==> src/rtl/y86_pkg.sv <==
// Shared Y86 definitions for the data-memory stage: instruction codes,
// access classes and the memory initiator's FSM state encoding.
package y86_pkg;

  localparam logic [3:0] IRMMOVQ = 4'h4;
  localparam logic [3:0] IMRMOVQ = 4'h5;
  localparam logic [3:0] ICALL   = 4'h8;
  localparam logic [3:0] IRET    = 4'h9;
  localparam logic [3:0] IPUSHQ  = 4'hA;
  localparam logic [3:0] IPOPQ   = 4'hB;

  typedef enum logic [1:0] {
    S_IDLE = 2'd0,
    S_REQ  = 2'd1,
    S_WAIT = 2'd2,
    S_DONE = 2'd3
  } dmem_state_e;

  typedef enum logic [1:0] {
    ACC_NONE  = 2'd0,
    ACC_READ  = 2'd1,
    ACC_WRITE = 2'd2
  } dmem_cls_e;

  typedef struct packed {
    dmem_cls_e   cls;
    logic [63:0] addr;
    logic [63:0] wdata;
  } dmem_access_t;

endpackage

==> src/rtl/dmem_access_decode.sv <==
// Combinational decode of a Y86 icode into memory access class,
// address and write data for the memory stage.
module dmem_access_decode
  import y86_pkg::*;
(
  input  logic [3:0]   icode,
  input  logic [63:0]  val_a,
  input  logic [63:0]  val_e,
  input  logic [63:0]  val_p,
  output dmem_access_t access
);

  // Stack ops (ret/popq) address through valA, which holds the old %rsp.
  always_comb begin
    access = '0;
    case (icode)
      IRMMOVQ, IPUSHQ: begin
        access.cls   = ACC_WRITE;
        access.addr  = val_e;
        access.wdata = val_a;
      end
      IMRMOVQ: begin
        access.cls  = ACC_READ;
        access.addr = val_e;
      end
      ICALL: begin
        access.cls   = ACC_WRITE;
        access.addr  = val_e;
        access.wdata = val_p;
      end
      IRET, IPOPQ: begin
        access.cls  = ACC_READ;
        access.addr = val_a;
      end
      default: ;
    endcase
  end

endmodule

==> src/rtl/dmem_initiator.sv <==
// Y86 memory-stage initiator: issues one read/write per start to a
// req/gnt/rvalid responder. Define DMEM_TIMEOUT_EN to abort stalled accesses.
module dmem_initiator
  import y86_pkg::*;
#(
  parameter logic [63:0] ADDR_LIMIT = 64'd1023,
  parameter int          TIMEOUT    = 15
) (
  input  logic        clk,
  input  logic        rst_n,
  input  logic        start,
  input  logic [3:0]  icode,
  input  logic [63:0] valA,
  input  logic [63:0] valE,
  input  logic [63:0] valP,
  output logic [63:0] valM,
  output logic        done,
  output logic        busy,
  output logic        dmem_error,
  output logic        mem_req,
  output logic        mem_we,
  output logic [63:0] mem_addr,
  output logic [63:0] mem_wdata,
  input  logic        mem_gnt,
  input  logic        mem_rvalid,
  input  logic [63:0] mem_rdata
);

  dmem_state_e  state, state_next;
  dmem_access_t dec;
  dmem_cls_e    cls_q;
  logic [63:0]  addr_q, wdata_q, valm_q;
  logic         error_q;
  logic         fault;
  logic         timeout_hit;

  dmem_access_decode u_decode (
    .icode  (icode),
    .val_a  (valA),
    .val_e  (valE),
    .val_p  (valP),
    .access (dec)
  );

  assign fault = (dec.cls != ACC_NONE) && (dec.addr > ADDR_LIMIT);

`ifdef DMEM_TIMEOUT_EN
  localparam int CNT_W = $clog2(TIMEOUT + 1);
  logic [CNT_W-1:0] tmo_cnt;
  logic             in_flight;

  assign in_flight = (state == S_REQ) || (state == S_WAIT);

  // Counts cycles of the current access; restarts from zero on every new start.
  always_ff @(posedge clk) begin
    if (!rst_n)         tmo_cnt <= '0;
    else if (in_flight) tmo_cnt <= tmo_cnt + CNT_W'(1);
    else                tmo_cnt <= '0;
  end

  assign timeout_hit = in_flight && (tmo_cnt == CNT_W'(TIMEOUT - 1));
`else
  assign timeout_hit = 1'b0;
`endif

  always_ff @(posedge clk) begin
    if (!rst_n) state <= S_IDLE;
    else        state <= state_next;
  end

  always_comb begin
    state_next = state;
    case (state)
      S_IDLE: if (start) state_next = (dec.cls == ACC_NONE || fault) ? S_DONE : S_REQ;
      S_REQ: begin
        if (mem_gnt)
          state_next = (cls_q == ACC_WRITE || mem_rvalid) ? S_DONE : S_WAIT;
        else if (timeout_hit)
          state_next = S_DONE;
      end
      S_WAIT: if (mem_rvalid || timeout_hit) state_next = S_DONE;
      S_DONE: state_next = S_IDLE;
      default: state_next = S_IDLE;
    endcase
  end

  // Request fields are frozen at start so the pipeline may move on while busy.
  always_ff @(posedge clk) begin
    if (!rst_n) begin
      cls_q   <= ACC_NONE;
      addr_q  <= '0;
      wdata_q <= '0;
      valm_q  <= '0;
      error_q <= 1'b0;
    end else begin
      case (state)
        S_IDLE: begin
          if (start) begin
            cls_q   <= dec.cls;
            addr_q  <= dec.addr;
            wdata_q <= dec.wdata;
            error_q <= fault;
          end
        end
        S_REQ: begin
          if (mem_gnt) begin
            if (cls_q == ACC_READ && mem_rvalid) valm_q <= mem_rdata;
          end else if (timeout_hit) begin
            error_q <= 1'b1;
          end
        end
        S_WAIT: begin
          if (mem_rvalid)       valm_q  <= mem_rdata;
          else if (timeout_hit) error_q <= 1'b1;
        end
        default: ;
      endcase
    end
  end

  always_comb begin
    busy       = (state != S_IDLE);
    done       = (state == S_DONE);
    mem_req    = (state == S_REQ);
    mem_we     = (cls_q == ACC_WRITE);
    mem_addr   = addr_q;
    mem_wdata  = wdata_q;
    valM       = valm_q;
    dmem_error = error_q;
  end

endmodule

==> config.mk <==
export PLATFORM = sky130hd
export DESIGN_NAME = dmem_initiator
export DESIGN_NICKNAME = d
export VERILOG_FILES = /design/src/rtl/y86_pkg.sv /design/src/rtl/dmem_access_decode.sv /design/src/rtl/dmem_initiator.sv
export SDC_FILE = /design/constraint.sdc
export NUM_CORES = 1
export LEC_CHECK = 0
export ABC_AREA = 0
export CAP_MARGIN = 5
export CORE_AREA = 3 3 176 178
export DETAILED_ROUTE_END_ITERATION = 16
export DIE_AREA = 0 0 179 181
export GPL_TIMING_DRIVEN = 0
export SYNTH_ARGS = -nofsm -noshare
export SYNTH_HDL_FRONTEND = slang
export SYNTH_SLANG_ARGS = --single-unit
==> constraint.sdc <==
create_clock -name clk -period 2.4 [get_ports clk]
set_input_delay 0.36 -clock clk [delete_from_list [all_inputs] [get_ports clk]]
set_output_delay 0.36 -clock clk [all_outputs]
set_load 0.01 [all_outputs]
==> run_results.csv <==
group,metric,value,unit
clock_tree,clkLatencyLatePin,450,ps
logic_synthesis,async_reset_ff_share,0,%
floorplan,fp.dieH,181,um
timing,setup-violations-final,0,
layout,nNetsFinal,1699,
layout,final_area,0.0143,mm^2
critical_path,cp.arrival,2610,ps
logic_synthesis,avgSynthCellArea,8.99,um^2
route,drc,0,
floorplan,rows,63,
critical_path,path_class,"in -> reg",
floorplan,start_util,28.9,%
timing,fin_crit_sh,97.4,%
layout,final_common_cell,"clkdlybuf4s50_1",
clock_tree,htree_levels,4,
critical_path,cp_max_fo,3,
logic_synthesis,syn_area,0.00854,mm^2
clock_tree,cts_tree,"yes",
route,via_per_inst,5.12,
power_and_ir_drop,p_leak,5.03,nW
timing,slew_headroom,42.5,%
power_and_ir_drop,internal_power,8.15,mW
clock_tree,cts_hold_buf,0,
global_route,grt_pass1_wl,61.4,mm
floorplan,die_w,179,um
logic_synthesis,synth_seq_area_share,46.2,%
timing,setup_ws,62.7,ps
power_and_ir_drop,p_sw,4.75,mW
power_and_ir_drop,power.density,903,mW/mm^2
route,wire_per_inst,23.5,um
logic_synthesis,synth_warnings,0,
critical_path,required,2670,ps
critical_path,worstPathCellList,"clkdlybuf4s50_1 -> nor4_4 -> nand4_1 -> o41ai_2 -> and3_1 -> a41oi_2",
logic_synthesis,synth_fp_nets,1220,
global_route,grt_use_total,25.6,%
global_route,grt_max_degree,19,
global_route,antenna_found_initial,11,
timing,tightestPinTransition,863,ps
clock_tree,post_cts_buffers,0,
timing,drv_slew,0,
critical_path,critPathMaxStageDelay,720,ps
route,drtIter0Drc,559,
timing,tns,0,ps
timing,max_freq,0.428,GHz
run_status,status,"complete, no violations",
route,ant_nets,0,
logic_synthesis,ys.flop_type,"dfxtp_1",
floorplan,fp.dieArea,0.0324,mm^2
clock_tree,cts-root-buf,"clkbuf_16",
logic_synthesis,synth-edff-count,0,
place,io_buffers,461,
logic_synthesis,ys_ff_latch,197,
logic_synthesis,yosysUniqueCellTypes,37,
place,dp_hpwl,34.7,mm
critical_path,cp_slowest_cell,"clkdlybuf4s50_1",
route,dr.pass1.iters,5,
timing,fin_skew,19.5,ps
place,dpl_cell_area,0.0136,mm^2
route,vias,9419,
place,pre_cts_ws,-600,ps
critical_path,startpoint_type,"input pin",
floorplan,placeableCoreArea,0.0296,mm^2
logic_synthesis,syn_inst,950,
floorplan,io_pins,462,
power_and_ir_drop,p_clk_share,22.3,%
route,finalWirelength,43.2,mm
clock_tree,numCtsBuffers,17,
layout,area_growth,67.2,%
power_and_ir_drop,finalPower,12.9,mW
layout,layout_common_cells,"clkdlybuf4s50_1 (461), dfxtp_1 (197), nand2_1 (137)",
timing,period_needed,2340,ps
timing,whs,455,ps
global_route,first_global_vias,9557,
hold_path,hold_path.class,"reg -> reg",
power_and_ir_drop,seqPwrFrac,34.7,%
layout,layout-drive-gt1-share,12.5,%
clock_tree,path_clk_slew,70,ps
power_and_ir_drop,comb_power_share,43.0,%
power_and_ir_drop,irDropWorstVdd,0.418,mV
timing,rsz0062_at_grt,"yes",
power_and_ir_drop,swShare,36.8,%
place,gp_congestion,0.842,
timing,hold_viol,0,
global_route,overflow,0,
job,drv_cap,0,
clock_tree,clk_path_buf_depth,2,
critical_path,worstSetupEndpointType,"flop",
clock_tree,cts.sinks,197,
-- cells in the mapped netlist, types with 2 or more instances --
| library cell | instances | area share (%) |
|---|---|---|
| dfxtp_1 | 197 | 46 |
| nand2_1 | 137 | 6.0 |
| nor2_1 | 132 | 5.8 |
| nor3_1 | 81 | 4.7 |
| a221oi_1 | 77 | 7.9 |
| a21oi_1 | 66 | 3.9 |
| clkbuf_1 | 52 | 2.3 |
| a221oi_2 | 50 | 8.8 |
| nor3_2 | 50 | 5.9 |
| nor4_1 | 24 | 1.8 |
| buf_2 | 22 | 1.3 |
| inv_1 | 8 | 0.35 |
| buf_6 | 7 | 0.92 |
| buf_4 | 6 | 0.53 |
| nand4_1 | 6 | 0.44 |
| ha_1 | 5 | 0.73 |
| o21ai_0 | 4 | 0.23 |
| and2_1 | 3 | 0.22 |
| buf_1 | 3 | 0.13 |
| nand4b_1 | 2 | 0.21 |
| nor2b_1 | 2 | 0.15 |
-- registers in the layout, indices dropped and copies added (netlist names) --
| name | flops |
|---|---|
| mem_addr | 64 |
| mem_wdata | 64 |
| valM | 64 |
| cls_q | 2 |
| state | 2 |
| dmem_error | 1 |
-- path summary, 6_finish.rpt --
kind	from	to	slack [ps]	depth (start not counted)
worst max-delay path	valA[59]	state[1]	60	6
worst max register to register	state[0]	mem_addr[31]	130	8
worst min register to register	valM[10]	valM[10]	460	2
worst min-delay path	valM[10]	valM[10]	460	2
-- logic make-up after synthesis --
group / after synthesis / synth area share [%]
AOI/OAI and AO/OA: 208 / 22.0
adders and majority gates: 5 / 0.732
buffers and inverters: 98 / 5.51
DFF: 197 / 46.2
and+or+nand+nor: 442 / 25.6
-- per-layer routing --
layer | share of wire [%] | track usage [%] | vias up | wire (um)
li1 | - | - | 4438 | -
met1 | 37 | 27.7 | 4452 | 15900
met2 | 48 | 43.1 | 445 | 20700
met3 | 11 | 10.2 | 80 | 4660
met4 | 4.2 | 12.3 | 4 | 1820
met5 | 0.063 | 0 | - | 27
-- per-stage QoR --
stage	util, %	cells
after detailed placement	46.2	1801
after global placement	46.2	1801
final	48.3	1840
after global routing	48.3	1839
after CTS	48.2	1831
after floorplan	-	950
-- critical path, delay by kind of cell --
family                 cells  cell delay (ps)
and+or+nand+nor            3              860
buffers and inverters      1              720
AOI/OAI and AO/OA          2              650
-- power by group through the flow --
stage	clock (mW)	sequential (mW)	combinational, mW
2_1_floorplan	0	4.85	2.27
6_report	2.88	4.48	5.54
4_1_cts	2.94	4.47	5.59
5_1_grt	3.05	4.57	6.01
3_5_place_dp	0	4.53	5.56
3_3_place_gp	0	4.51	5.53
-- final cells by class --
cell class	instances	area [um^2]
repair buffers	461	4610
plain buffers	89	442
clock buffers	19	453
inverters	8	30.0
fillers	2876	15300
clock inverters	12	118
multi-input cells	655	4170
diodes	9	22.5
well taps	390	488
flip-flops and latches	197	3940
-- what timing repair did --
action / CTS / global route
resized for setup: 4 / 8
endpoints found under the hold margin: 0 / 0
endpoints found under the setup margin: 35 / 49
(Power assumes the default switching activity.)
